## config.mk

```make
export PLATFORM = sky130hd
export DESIGN_NAME = mmio_uart_responder
export DESIGN_NICKNAME = d
export VERILOG_FILES = /design/src/rtl/mmio_uart_pkg.sv /design/src/rtl/mmio_uart_rx.sv /design/src/rtl/mmio_uart_responder.sv
export SDC_FILE = /design/constraint.sdc
export NUM_CORES = 1
export LEC_CHECK = 0
export CORE_ASPECT_RATIO = 0.6
export CORE_MARGIN = 5
export CORE_UTILIZATION = 50
export DETAILED_ROUTE_END_ITERATION = 6
export GPL_ROUTABILITY_DRIVEN = 0
export HOLD_SLACK_MARGIN = 0.08
export PLACE_DENSITY = 0.76
export SLEW_MARGIN = 5
export SYNTH_ARGS = -nofsm -noshare
export SYNTH_HDL_FRONTEND = slang
export SYNTH_SLANG_ARGS = --single-unit
```

## constraint.sdc

```tcl
create_clock -name clk -period 2.32 [get_ports clk]
set_clock_uncertainty 0.2 [all_clocks]
set_input_delay 0.464 -clock clk [delete_from_list [all_inputs] [get_ports clk]]
set_output_delay 0.464 -clock clk [all_outputs]
set_load 0.005 [all_outputs]
```

## src/rtl/mmio_uart_pkg.sv

```systemverilog
`timescale 1ns/1ps
// Shared definitions for the MMIO UART responder: register offsets,
// STATUS bit positions and the state encoding common to both serial FSMs.
package mmio_uart_pkg;

  localparam logic [1:0] OFF_TXDATA = 2'd0;
  localparam logic [1:0] OFF_RXDATA = 2'd1;
  localparam logic [1:0] OFF_STATUS = 2'd2;
  localparam logic [1:0] OFF_BAUD   = 2'd3;

  localparam int ST_TX_FULL    = 0;
  localparam int ST_TX_BUSY    = 1;
  localparam int ST_RX_VALID   = 2;
  localparam int ST_RX_OVERRUN = 3;
  localparam int ST_TX_EMPTY   = 4;

  // Smallest usable divisor: the RX half-bit sample point needs at least 1.
  localparam logic [15:0] MIN_DIV = 16'd2;

  typedef enum logic [1:0] {
    IDLE  = 2'd0,
    START = 2'd1,
    DATA  = 2'd2,
    STOP  = 2'd3
  } uart_state_t;

  function automatic logic [15:0] clamp_div(input logic [15:0] value);
    return (value < MIN_DIV) ? MIN_DIV : value;
  endfunction

endpackage

```

## src/rtl/mmio_uart_rx.sv

```systemverilog
`timescale 1ns/1ps
// UART receiver: input synchronizer, mid-bit sampling FSM and the
// one-byte holding register with its valid/overrun flags.
module mmio_uart_rx
  import mmio_uart_pkg::*;
(
  input  logic        clk,
  input  logic        rst,
  input  logic        rxd,
  input  logic [15:0] baud_div,
  input  logic        pop,
  input  logic        clr_overrun,
  output logic [7:0]  rx_byte,
  output logic        rx_valid,
  output logic        rx_overrun
);

  logic        sync1, sync2, line_prev;
  logic        fall;
  uart_state_t state;
  logic [15:0] cnt;
  logic [15:0] div;
  logic [2:0]  idx;
  logic [7:0]  shift;
  logic        load;

  // Two-flop synchronizer plus one history flop for falling-edge detection.
  always_ff @(posedge clk or negedge rst) begin
    if (!rst) begin
      sync1     <= 1'b1;
      sync2     <= 1'b1;
      line_prev <= 1'b1;
    end else begin
      sync1     <= rxd;
      sync2     <= sync1;
      line_prev <= sync2;
    end
  end

  assign fall = line_prev & ~sync2;

  // A good stop bit completes the frame.
  assign load = (state == STOP) && (cnt == div) && sync2;

  // Frame FSM; the divisor is re-latched at every sample point so a new
  // BAUDDIV takes effect from the next bit boundary.
  always_ff @(posedge clk or negedge rst) begin
    if (!rst) begin
      state <= IDLE;
      cnt   <= '0;
      div   <= '0;
      idx   <= '0;
      shift <= '0;
    end else begin
      case (state)
        IDLE: begin
          if (fall) begin
            state <= START;
            cnt   <= '0;
            div   <= baud_div;
          end
        end
        START: begin
          if (cnt == (div >> 1)) begin
            cnt <= '0;
            div <= baud_div;
            idx <= '0;
            state <= sync2 ? IDLE : DATA;
          end else begin
            cnt <= cnt + 16'd1;
          end
        end
        DATA: begin
          if (cnt == div) begin
            cnt        <= '0;
            div        <= baud_div;
            shift[idx] <= sync2;
            if (idx == 3'd7) state <= STOP;
            else             idx   <= idx + 3'd1;
          end else begin
            cnt <= cnt + 16'd1;
          end
        end
        default: begin
          if (cnt == div) begin
            cnt   <= '0;
            state <= IDLE;
          end else begin
            cnt <= cnt + 16'd1;
          end
        end
      endcase
    end
  end

  // Holding register: a completing byte beats a same-cycle pop, and a new
  // overrun beats a same-cycle clear.
  always_ff @(posedge clk or negedge rst) begin
    if (!rst) begin
      rx_byte    <= '0;
      rx_valid   <= 1'b0;
      rx_overrun <= 1'b0;
    end else if (load) begin
      rx_byte  <= shift;
      rx_valid <= 1'b1;
      if (rx_valid && !pop) rx_overrun <= 1'b1;
      else if (clr_overrun) rx_overrun <= 1'b0;
    end else begin
      if (pop)         rx_valid   <= 1'b0;
      if (clr_overrun) rx_overrun <= 1'b0;
    end
  end

endmodule

```

## src/rtl/mmio_uart_responder.sv

```systemverilog
`timescale 1ns/1ps
// Memory-mapped UART on the CPU I/O port: register decode, TX FIFO,
// TX serializer, and the RX block instance.
module mmio_uart_responder
  import mmio_uart_pkg::*;
#(
  parameter logic [31:0] BASE        = 32'hFFFF_FC00,
  parameter int          TX_DEPTH    = 4,
  parameter logic [15:0] DEFAULT_DIV = 16'd433
) (
  input  logic        clk,
  input  logic        rst,
  input  logic        ioRead,
  input  logic        ioWrite,
  input  logic [31:0] addr,
  input  logic [31:0] din,
  output logic [31:0] dout,
  output logic        uart_txd,
  input  logic        uart_rxd,
  output logic        irq
);

  localparam int PW = $clog2(TX_DEPTH);
  localparam logic [PW:0] PTR_ONE = {{PW{1'b0}}, 1'b1};

  logic        sel;
  logic [1:0]  off;
  logic        wr_tx, wr_status, wr_baud, rd_rx;
  logic [15:0] baud_div;
  logic [7:0]  rx_byte;
  logic        rx_valid, rx_overrun;
  logic [4:0]  status;
  logic        unused_bits;

  logic [7:0]  fifo_mem [TX_DEPTH];
  logic [PW:0] wr_ptr, rd_ptr;
  logic        tx_full, tx_empty, tx_push, tx_pop;
  logic [7:0]  fifo_head;

  uart_state_t tx_state;
  logic [15:0] tx_cnt, tx_div;
  logic [2:0]  tx_idx;
  logic [7:0]  tx_shift;
  logic        bit_done;
  logic        tx_busy;

  assign sel       = (addr[31:4] == BASE[31:4]);
  assign off       = addr[3:2];
  assign wr_tx     = sel && ioWrite && (off == OFF_TXDATA);
  assign wr_status = sel && ioWrite && (off == OFF_STATUS);
  assign wr_baud   = sel && ioWrite && (off == OFF_BAUD);
  assign rd_rx     = sel && ioRead  && (off == OFF_RXDATA);
  assign unused_bits = ^{addr[1:0], din[31:16]};

  // FIFO flags from the extra pointer MSB.
  assign tx_empty  = (wr_ptr == rd_ptr);
  assign tx_full   = (wr_ptr[PW] != rd_ptr[PW]) && (wr_ptr[PW-1:0] == rd_ptr[PW-1:0]);
  assign fifo_head = fifo_mem[rd_ptr[PW-1:0]];
  // Fullness is judged before any same-cycle pop, so a push while full is lost.
  assign tx_push   = wr_tx && !tx_full;
  assign bit_done  = (tx_cnt == tx_div);
  assign tx_pop    = !tx_empty && ((tx_state == IDLE) || ((tx_state == STOP) && bit_done));
  assign tx_busy   = (tx_state != IDLE);

  // FIFO storage write.
  always_ff @(posedge clk) begin
    if (tx_push) fifo_mem[wr_ptr[PW-1:0]] <= din[7:0];
  end

  // FIFO pointers.
  always_ff @(posedge clk or negedge rst) begin
    if (!rst) begin
      wr_ptr <= '0;
      rd_ptr <= '0;
    end else begin
      if (tx_push) wr_ptr <= wr_ptr + PTR_ONE;
      if (tx_pop)  rd_ptr <= rd_ptr + PTR_ONE;
    end
  end

  // Baud divisor register, clamped so the receiver always has a mid-bit point.
  always_ff @(posedge clk or negedge rst) begin
    if (!rst)         baud_div <= DEFAULT_DIV;
    else if (wr_baud) baud_div <= clamp_div(din[15:0]);
  end

  // TX serializer; STOP chains straight into START when more data waits.
  always_ff @(posedge clk or negedge rst) begin
    if (!rst) begin
      tx_state <= IDLE;
      tx_cnt   <= '0;
      tx_div   <= DEFAULT_DIV;
      tx_idx   <= '0;
      tx_shift <= '0;
    end else begin
      case (tx_state)
        IDLE: begin
          if (!tx_empty) begin
            tx_state <= START;
            tx_shift <= fifo_head;
            tx_cnt   <= '0;
            tx_div   <= baud_div;
          end
        end
        START: begin
          if (bit_done) begin
            tx_state <= DATA;
            tx_idx   <= '0;
            tx_cnt   <= '0;
            tx_div   <= baud_div;
          end else begin
            tx_cnt <= tx_cnt + 16'd1;
          end
        end
        DATA: begin
          if (bit_done) begin
            tx_cnt <= '0;
            tx_div <= baud_div;
            if (tx_idx == 3'd7) tx_state <= STOP;
            else                tx_idx   <= tx_idx + 3'd1;
          end else begin
            tx_cnt <= tx_cnt + 16'd1;
          end
        end
        default: begin
          if (bit_done) begin
            tx_cnt <= '0;
            tx_div <= baud_div;
            if (!tx_empty) begin
              tx_state <= START;
              tx_shift <= fifo_head;
            end else begin
              tx_state <= IDLE;
            end
          end else begin
            tx_cnt <= tx_cnt + 16'd1;
          end
        end
      endcase
    end
  end

  // Line level decoded from state, so reset drives it high without a clock.
  always_comb begin
    uart_txd = 1'b1;
    case (tx_state)
      START:   uart_txd = 1'b0;
      DATA:    uart_txd = tx_shift[tx_idx];
      default: uart_txd = 1'b1;
    endcase
  end

  mmio_uart_rx u_rx (
    .clk         (clk),
    .rst         (rst),
    .rxd         (uart_rxd),
    .baud_div    (baud_div),
    .pop         (rd_rx),
    .clr_overrun (wr_status && din[3]),
    .rx_byte     (rx_byte),
    .rx_valid    (rx_valid),
    .rx_overrun  (rx_overrun)
  );

  assign status[ST_TX_FULL]    = tx_full;
  assign status[ST_TX_BUSY]    = tx_busy;
  assign status[ST_RX_VALID]   = rx_valid;
  assign status[ST_RX_OVERRUN] = rx_overrun;
  assign status[ST_TX_EMPTY]   = tx_empty;

  // Combinational read mux so a load completes in its own cycle.
  always_comb begin
    dout = '0;
    if (sel) begin
      case (off)
        OFF_RXDATA: dout = {24'b0, rx_byte};
        OFF_STATUS: dout = {27'b0, status};
        OFF_BAUD:   dout = {16'b0, baud_div};
        default:    dout = '0;
      endcase
    end
  end

  assign irq = rx_valid | tx_empty;

endmodule

```

==> results of run 1 <==
[what timing repair did]
item	CTS	global route
gates resized for setup	227	92
cloned	1	2
buffers inserted	23	10
setup endpoints to repair	96	136
endpoints found under the hold margin	30	0
pin swaps	48	41
hold buffers	1	0
[per-stage QoR]
stage          hold slack, ns  setup slack (ns)  util (%)
5_1_grt                 0.163            -0.275      70.3
3_3_place_gp            0.147            -0.940      61.2
6_report                0.158            -0.235      70.3
4_1_cts                 0.158            -0.180      67.4
2_1_floorplan         -0.0316            -0.104         -
3_5_place_dp            0.147            -0.989      61.2
[layout make-up]
cell class                      instances  area, um^2  share of cell area [%]
Multi-Input combinational cell        448        4060                    37.5
Sequential cell                       157        4110                    37.9
Timing Repair Buffer                  197        1740                    16.1
Clock inverter                         15         163                    1.50
Tap cell                              203         254                    2.34
Inverter                               20        77.6                   0.716
Clock buffer                           17         425                    3.93
[registers in the layout, indices dropped and copies added (netlist names)]
signal / flops
fifo_mem: 32
u_rx.state: 2
u_rx.line_prev: 1
tx_cnt: 16
u_rx.rx_valid: 1
u_rx.sync1: 1
tx_state: 2
baud_div: 16
rd_ptr: 3
u_rx.rx_byte: 8
u_rx.shift: 8
u_rx.div: 16
u_rx.sync2: 1
tx_shift: 8
wr_ptr: 3
u_rx.idx: 3
u_rx.rx_overrun: 1
u_rx.cnt: 16
tx_div: 16
tx_idx: 3
[power breakdown]
part	internal, mW	total (mW)	switching, mW	leakage (nW)
Sequential	3.00	3.19	0.194	1.96
Clock	1.45	2.80	1.34	0.289
Combinational	0.824	1.58	0.753	2.81
[cells by family after synthesis]
logic type / count (synthesis) / synth area share, %
simple gates: 184 / 12.9
flops: 157 / 52.1
mux: 98 / 15.3
compound gates: 67 / 5.50
xor+xnor: 66 / 7.34
buf+inv: 66 / 4.26
fa+ha+maj: 16 / 2.54
other cells: 1 / 0.0476
[worst min-delay path by stage]
stage	depth (start not counted)	end	startpoint
floorplan	0	baud_div[10]	rst
global placement	0	u_rx.sync2	u_rx.sync1
detailed placement	0	u_rx.sync2	u_rx.sync1
CTS	0	u_rx.sync2	u_rx.sync1
global route	0	u_rx.sync2	u_rx.sync1
finish	0	u_rx.sync2	u_rx.sync1
[layout by cell type, fill, tap and decap left out, types with 15 or more instances in the layout]
cell / Yosys / routed
nand2_1: 38 / 35
nor2_1: 40 / 23
xnor2_1: 27 / 22
buf_4: 18 / 103
ha_1: 16 / 15
nand4_1: 17 / 17
mux2_2: 58 / 40
edfxtp_1: 32 / 32
clkdlybuf4s50_1: 0 / 19
mux2_4: 0 / 29
conb_1: 1 / 16
buf_2: 10 / 17
xor2_1: 39 / 36
clkbuf_16: 0 / 18
inv_1: 20 / 16
dfrtp_1: 112 / 108
buf_6: 1 / 32
[metal layers]
layer  share of wire [%]  up-vias  wire length (um)
met3                 7.5       47              1660
met1                  43     3030              9380
met5                   0        -                 0
li1                    -     2686                 -
met4                 1.9        0               420
met2                  48      272             10600
==> flow_summary.json, run 1 <==
{
  "synth.cell_area_um2": 7870,
  "ys_seq_area_share_pct": 52.1,
  "start_kind": "register",
  "grtUsageMet1_pct": 32.2,
  "vias": 6035,
  "violations": "negative setup slack",
  "netlist_top_cells_count": "dfrtp_1, mux2_2, nor2_1",
  "synth_top_area_share_pct": 35.6,
  "yosysWarnings": 0,
  "power_density_nw_per_um2": 698,
  "die_height_um": 107,
  "areaGrowthSynthToFinish_pct": 37.6,
  "ys_seq_elements": 157,
  "max_clock_freq_mhz": 391,
  "synthFlopType": "dfrtp_1",
  "antenna_found_initial": 0,
  "async_flop_share_pct": 79.6,
  "crit_required_ns": 2.45,
  "insertion_delay_ns": 0.44,
  "critPathLaunch": "u_rx.div[2]",
  "synthCells": 655,
  "power_mw": 7.57,
  "finalSetupViolCount": 73,
  "busiest_layer": "met2",
  "crit_path_cell_trace": "xor2_1 > nor4_2 > nand4_4 > or3_4 > nor3b_4 > mux2_4",
  "die_x_um": 172,
  "cts_root_buf": "clkbuf_16",
  "placed_area_um2": 9430,
  "synth_top_area_cell": "dfrtp_1",
  "met3_usage_pct": 6.01,
  "die_area_um2": 18400,
  "max-cap-violations": 0,
  "dr.pass1.iters": 5,
  "port_buffers": 68,
  "final_cell_area_um2": 10800,
  "final_cell_count_no_fill": 1057,
  "ctsHtreeMaxLevel": 4,
  "drt-total-wl_um": 22100,
  "synthTopCellsByArea": "dfrtp_1, edfxtp_1, mux2_2",
  "tightest_slew_ns": 0.526,
  "regToRegStartpoint": "u_rx.div[2]",
  "crit_fanout": 5,
  "hpwl_um": 14300,
  "crit_path_end": "u_rx.shift[3]",
  "fin_crit_ns": 2.55,
  "num_antenna_cells": 0,
  "rows": 35,
  "clockBufferDepth": 2,
  "cts.reportedPaths.clkPinSlew_ns": 0.07,
  "cp_top_family": "simple AND/OR/NAND/NOR gates",
  "status": "finished with violations",
  "viasPerCell": 5.71,
  "grt_pass1_vias": 6168,
  "critPathSlowestCell": "or3_4",
  "placed_cells": 989,
  "timing.rr.end": "u_rx.shift[3]",
  "slew_viol_final": 0,
  "irDropWorstVdd_mv": 0.470,
  "synth_area_per_cell_um2": 12.0,
  "grtUsageTotal_pct": 23.3,
  "crit_buf_inv": 0,
  "wire_per_inst_um": 20.9,
  "leakage_nw": 5.06,
  "synth_most_common_cell": "dfrtp_1",
  "setup_slack_ns": -0.235,
  "slew_headroom_pct": 64.9,
  "drive_above_1_share_pct": 45.3,
  "grt_max_degree": 48,
  "cp.depth": 6,
  "ant_nets": 0,
  "ios": 103,
  "grtUsageMet2_pct": 36.7,
  "nFillCells": 1018,
  "r2r_slack_ns": -0.23,
  "finalCritPeriodShare_pct": 110,
  "drt_iter0_drc": 652,
  "clock-sinks": 157,
  "cts_tree": "yes",
  "crit_path_end_kind": "register",
  "gr-total-overflow": 0,
  "grt_setup_unrepaired": "true",
  "grt_pass1_wl_um": 33000,
  "rr_worst_depth": 6,
  "finalHoldViolCount": 0,
  "initial_core_util_pct": 51.1,
  "drc": 0,
  "numCtsBuffers": 17,
  "core-area_um2": 15400,
  "synth_edf_count": 32,
  "crit_type": "register to register",
  "holdCritPathClass": "register to register",
  "tns_ns": -9.17,
  "critPathMaxStageDelay_ns": 0.48,
  "arrival_ns": 2.68,
  "ys_types": 57,
  "nNetsFinal": 926
}
Note: power is estimated with default switching activity, not from simulation.
==> run 2, diff against run 1 <==
--- a/config.mk
+++ b/config.mk
@@ -5,13 +5,13 @@
 export SDC_FILE = /design/constraint.sdc
 export NUM_CORES = 1
 export LEC_CHECK = 0
-export CORE_ASPECT_RATIO = 0.6
 export CORE_MARGIN = 5
 export CORE_UTILIZATION = 50
 export DETAILED_ROUTE_END_ITERATION = 6
 export GPL_ROUTABILITY_DRIVEN = 0
 export HOLD_SLACK_MARGIN = 0.08
 export PLACE_DENSITY = 0.76
+export SETUP_SLACK_MARGIN = 0.15
 export SLEW_MARGIN = 5
 export SYNTH_ARGS = -nofsm -noshare
 export SYNTH_HDL_FRONTEND = slang
==> run 2 against run 1 <==
Against the previous run:
- the flow still finishes with violations (negative setup slack)
- power up 0.84%
- first-iteration DRC count shrank 45%
- maximum frequency grew 1.1%
- final cell count increased by 2.9%
- via count rose by 2.2%
- cell area up 4.5%
==> flow_summary.json, run 2 (synthesis results as in run 1) <==
{
  "dr.pass1.iters": 5,
  "gr-total-overflow": 0,
  "viasPerCell": 5.67,
  "crit_fanout": 4,
  "crit_required_ns": 2.44,
  "grtUsageTotal_pct": 24.3,
  "holdCritPathClass": "register to register",
  "grt_pass1_vias": 6358,
  "vias": 6167,
  "tns_ns": -6.89,
  "crit_type": "register to register",
  "tightest_slew_ns": 0.517,
  "arrival_ns": 2.65,
  "largest_reg_flops": 32,
  "ios": 103,
  "seqPwrFrac_pct": 41.9,
  "finalHoldViolCount": 0,
  "finalSetupViolCount": 84,
  "crit_path_end_kind": "register",
  "max-cap-violations": 0,
  "drt-total-wl_um": 23300,
  "insertion_delay_ns": 0.44,
  "antenna_found_initial": 1,
  "cts_root_buf": "clkbuf_16",
  "wire_per_inst_um": 21.4,
  "slew_viol_final": 0,
  "nFillCells": 883,
  "critPathSlowestCell": "or3_4",
  "areaGrowthSynthToFinish_pct": 43.8,
  "clock-sinks": 157,
  "die_x_um": 135,
  "intPower_mw": 5.37,
  "timing.rr.end": "u_rx.shift[3]",
  "slew_headroom_pct": 65.5,
  "die_area_um2": 18400,
  "ant_nets": 0,
  "setup_slack_ns": -0.208,
  "drt_iter0_drc": 359,
  "finalCritPeriodShare_pct": 109,
  "grt_pass1_wl_um": 34400,
  "layout_commonest_cell": "dfrtp_1",
  "p_sw_mw": 2.26,
  "regToRegStartpoint": "u_rx.cnt[0]",
  "cts.reportedPaths.clkPinSlew_ns": 0.07,
  "clockBufferDepth": 2,
  "grt_setup_unrepaired": "true",
  "irDropWorstVdd_mv": 0.555,
  "rows": 45,
  "violations": "negative setup slack",
  "hpwl_um": 13300,
  "critPathLaunch": "u_rx.cnt[0]",
  "numCtsBuffers": 17,
  "core-area_um2": 15300,
  "drive_above_1_share_pct": 50.0,
  "die_height_um": 135,
  "ctsHtreeMaxLevel": 4,
  "initial_core_util_pct": 51.4,
  "switching_share_pct": 29.6,
  "cts_tree": "yes",
  "crit_path_end": "u_rx.shift[3]",
  "max_clock_freq_mhz": 396,
  "port_buffers": 68,
  "drc": 0,
  "rr_worst_depth": 6,
  "p_comb_share_pct": 23.6,
  "fin_crit_ns": 2.53,
  "nNetsFinal": 948,
  "critPathMaxStageDelay_ns": 0.49,
  "power_frac_clock_pct": 34.4,
  "leakage_nw": 5.22,
  "final_cell_mix": "dfrtp_1, buf_4, buf_6",
  "status": "finished with violations",
  "power_mw": 7.63,
  "grt_max_degree": 40,
  "start_kind": "register",
  "r2r_slack_ns": -0.21,
  "crit_path_cell_trace": "xor2_1 > nor4_2 > nand4_2 > or3_4 > nor3b_2 > mux2_4",
  "power_density_nw_per_um2": 674
}
==> run 2: power by group through the flow <==
stage               combinational (mW)  clock [mW]  sequential, mW
CTS                               1.65        2.62            3.18
global route                      1.89        2.77            3.22
global placement                  1.15           0            3.19
floorplan                        0.847           0            3.13
finish                            1.80        2.63            3.20
detailed placement                1.20           0            3.21
==> run 2: metrics by stage <==
stage | setup slack, ns | instances | utilization, % | instance area (um^2) | hold WS [ns]
after global routing | -0.299 | 1088 | 73.9 | 11300 | 0.166
after CTS | -0.158 | 1068 | 70.7 | 10800 | 0.163
after floorplan | -0.104 | 670 | - | 8050 | -0.0316
final | -0.208 | 1088 | 73.9 | 11300 | 0.160
after global placement | -0.777 | 988 | 61.5 | 9420 | 0.146
after detailed placement | -0.865 | 988 | 61.5 | 9420 | 0.150
==> run 2: worst min-delay path by stage <==
stage	start	to	slack [ns]	cells past startpoint
6_report	u_rx.sync1	u_rx.sync2	0.16	0
5_1_grt	u_rx.sync1	u_rx.sync2	0.17	0
4_1_cts	u_rx.sync1	u_rx.sync2	0.16	0
3_5_place_dp	u_rx.sync1	u_rx.sync2	0.15	0
3_3_place_gp	u_rx.sync1	u_rx.sync2	0.15	0
2_1_floorplan	rst	baud_div[10]	-0.03	0
==> run 2: worst max-delay path, delay by kind of cell (launching register included) <==
kind,cells,cell delay (ns)
xor gates and xnor gates,1,0.20
DFF,1,0.44
muxes,1,0.32
and+or+nand+nor,4,1.25
==> run 2: final cells by class <==
cell class                 count  area, um^2  share of cell area [%]
clock buffer                  19         433                    3.82
sequential                   157        4110                    36.3
tap                          211         264                    2.33
inverter                      20        75.1                   0.663
clock inverter                13         105                   0.928
timing repair buffer         219        2040                    18.0
antenna                        1        2.50                  0.0221
multi-input combinational    448        4290                    37.9
==> run 2: repair_timing <==
action	in CTS	in global routing
hold buffers	1	0
pin swaps	57	43
setup buffers	44	19
gates resized for setup	300	94
endpoints found under the hold margin	27	0
gates cloned	3	0
endpoints found under the setup margin	129	152
==> run 2: metal layers <==
metal	vias to the layer above	GRT usage [%]	share of wire (%)
li1	2742	-	-
met1	3136	28.2	38
met2	220	43.7	54
met3	69	4.05	4.4
met4	0	11.6	3.6
met5	-	0	0
==> run 3, diff against run 2 <==
--- a/config.mk
+++ b/config.mk
@@ -11,7 +11,7 @@
 export GPL_ROUTABILITY_DRIVEN = 0
 export HOLD_SLACK_MARGIN = 0.08
 export PLACE_DENSITY = 0.76
-export SETUP_SLACK_MARGIN = 0.15
+export SETUP_SLACK_MARGIN = 0.02
 export SLEW_MARGIN = 5
 export SYNTH_ARGS = -nofsm -noshare
 export SYNTH_HDL_FRONTEND = slang
==> run 3 against run 2 <==
Against the previous run:
- the run still ends with negative setup slack left
- maximum frequency down 0.15%
- core utilization down 6.3 points
- worst hold slack worse by 0.0047 ns
- die area unchanged
- critical path depth unchanged
- sequential cell count unchanged
- global-route usage down 3.6 points
- combinational power down 28%
- highest routed layer unchanged
==> flow_summary.json, run 3 (synthesis results as in run 1) <==
{
  "status": "finished with violations",
  "violations": "negative setup slack",
  "crit_fanout": 2,
  "finalSetupViolCount": 39,
  "grt_setup_unrepaired": "true",
  "grtUsageTotal_pct": 20.7,
  "slew_headroom_pct": 65.6,
  "grt_pass1_vias": 5854,
  "intPower_mw": 5.08,
  "num_antenna_cells": 0,
  "crit_type": "register to output pin",
  "insertion_delay_ns": 0.42,
  "cts_root_buf": "clkbuf_16",
  "gr-total-overflow": 0,
  "crit_path_cell_trace": "xnor2_2 > nor3b_4 > buf_6 > a22oi_2 > nor2_1 > buf_2",
  "hpwl_um": 13300,
  "power_density_nw_per_um2": 681,
  "max_clock_freq_mhz": 395,
  "wire_per_inst_um": 18.4,
  "start_kind": "register",
  "final_cell_mix": "dfrtp_1, buf_4, mux2_2",
  "largest_reg_flops": 32,
  "multi_input_area_um2": 3830,
  "ios": 103,
  "vias": 5741,
  "viasPerCell": 5.47,
  "port_buffers": 68,
  "drt-total-wl_um": 19400,
  "critPathMaxStageDelay_ns": 0.42,
  "setup_slack_ns": -0.211,
  "irDropWorstVdd_mv": 0.624,
  "slew_viol_final": 0,
  "rows": 45,
  "placed_area_um2": 9420,
  "dr.pass1.iters": 5,
  "clock-sinks": 157,
  "power_mw": 7.05,
  "grt_pass1_wl_um": 29700,
  "finalCritPeriodShare_pct": 109,
  "crit_required_ns": 1.66,
  "holdCritPathClass": "register to register",
  "fin_crit_ns": 2.53,
  "switching_share_pct": 28.0,
  "arrival_ns": 1.87,
  "drc": 0,
  "numCtsBuffers": 17,
  "max-cap-violations": 0,
  "seqPwrFrac_pct": 45.0,
  "die_height_um": 135,
  "tightest_slew_ns": 0.516,
  "die_x_um": 135,
  "areaGrowthSynthToFinish_pct": 31.6,
  "cts.reportedPaths.clkPinSlew_ns": 0.07,
  "cts_tree": "yes",
  "drt_iter0_drc": 451,
  "nNetsFinal": 911,
  "drive_above_1_share_pct": 41.0,
  "p_comb_share_pct": 18.5,
  "antenna_found_initial": 0,
  "regArea_um2": 4110,
  "grt_max_degree": 47,
  "layout_commonest_cell": "dfrtp_1",
  "power_frac_clock_pct": 36.5,
  "initial_core_util_pct": 51.4,
  "nFillCells": 1060,
  "critPathSlowestCell": "dfrtp_1",
  "ant_nets": 0,
  "finalHoldViolCount": 0,
  "leakage_nw": 4.87,
  "die_area_um2": 18400,
  "crit_path_end_kind": "output pin",
  "final_cell_area_um2": 10400,
  "clockBufferDepth": 2,
  "ctsHtreeMaxLevel": 4,
  "core-area_um2": 15300,
  "p_sw_mw": 1.97
}
==> run 3: worst paths after layout <==
| kind | start | endpoint | depth (start not counted) | slack, ns |
|---|---|---|---|---|
| worst max register to register | u_rx.cnt[2] | u_rx.shift[1] | 6 | -0.11 |
| max in group asynchronous | rst | baud_div[7] | 3 | 0.88 |
| worst min-delay path | u_rx.sync1 | u_rx.sync2 | 0 | 0.16 |
| min in group asynchronous | rst | u_rx.shift[2] | 2 | 0.36 |
| worst min register to register | u_rx.sync1 | u_rx.sync2 | 0 | 0.16 |
| worst max-delay path | rd_ptr[2] | dout[4] | 6 | -0.21 |
==> run 3: cell type report <==
type                       instances  share of cell area, %
clock buffer                      18                   4.14
clock inverter                    14                   1.07
inverter                          20                  0.725
multi-input combinational        448                   37.0
sequential                       157                   39.6
tap                              211                   2.55
timing repair buffer             182                   14.9
==> run 3: metal layers <==
| metal | track usage (%) | up-vias | share of wire [%] |
|---|---|---|---|
| met4 | 6.27 | 0 | 1.9 |
| met2 | 36.6 | 142 | 54 |
| met5 | 0 | - | 0 |
| met3 | 4.68 | 29 | 4.1 |
| li1 | - | 2662 | - |
| met1 | 25.2 | 2908 | 40 |
==> run 3: through the flow <==
step / util [%] / hold slack, ns / setup slack [ns] / instances / TNS, ns
after floorplan: - / -0.0316 / -0.104 / 670 / -0.351
after global placement: 61.5 / 0.146 / -0.877 / 996 / -26.86
after detailed placement: 61.5 / 0.148 / -0.943 / 996 / -32.28
after CTS: 66.2 / 0.158 / -0.114 / 1045 / -1.85
after global routing: 67.7 / 0.158 / -0.219 / 1050 / -7.72
final: 67.7 / 0.156 / -0.211 / 1050 / -2.12
==> run 3: power by group through the flow <==
stage / registers [mW] / clock network (mW) / logic, mW
finish: 3.17 / 2.58 / 1.30
global route: 3.20 / 2.73 / 1.42
CTS: 3.16 / 2.60 / 1.23
detailed placement: 3.21 / 0 / 1.18
global placement: 3.19 / 0 / 1.15
floorplan: 3.13 / 0 / 0.839
==> run 3: critical path: cells and delay by family, from the launching register on <==
| kind | cells | cell delay (ns) |
|---|---|---|
| buffers and inverters | 2 | 0.30 |
| AOI/OAI and AO/OA | 1 | 0.05 |
| xor gates and xnor gates | 1 | 0.24 |
| DFF | 1 | 0.42 |
| and+or+nand+nor | 2 | 0.44 |
==> run 3: repair_timing <==
item	4_1_cts	5_1_grt
cloned	0	1
pin swaps	37	17
setup endpoints to repair	72	97
endpoints found under the hold margin	32	0
buffers inserted	17	6
gates resized for setup	199	51
hold buffers	1	0
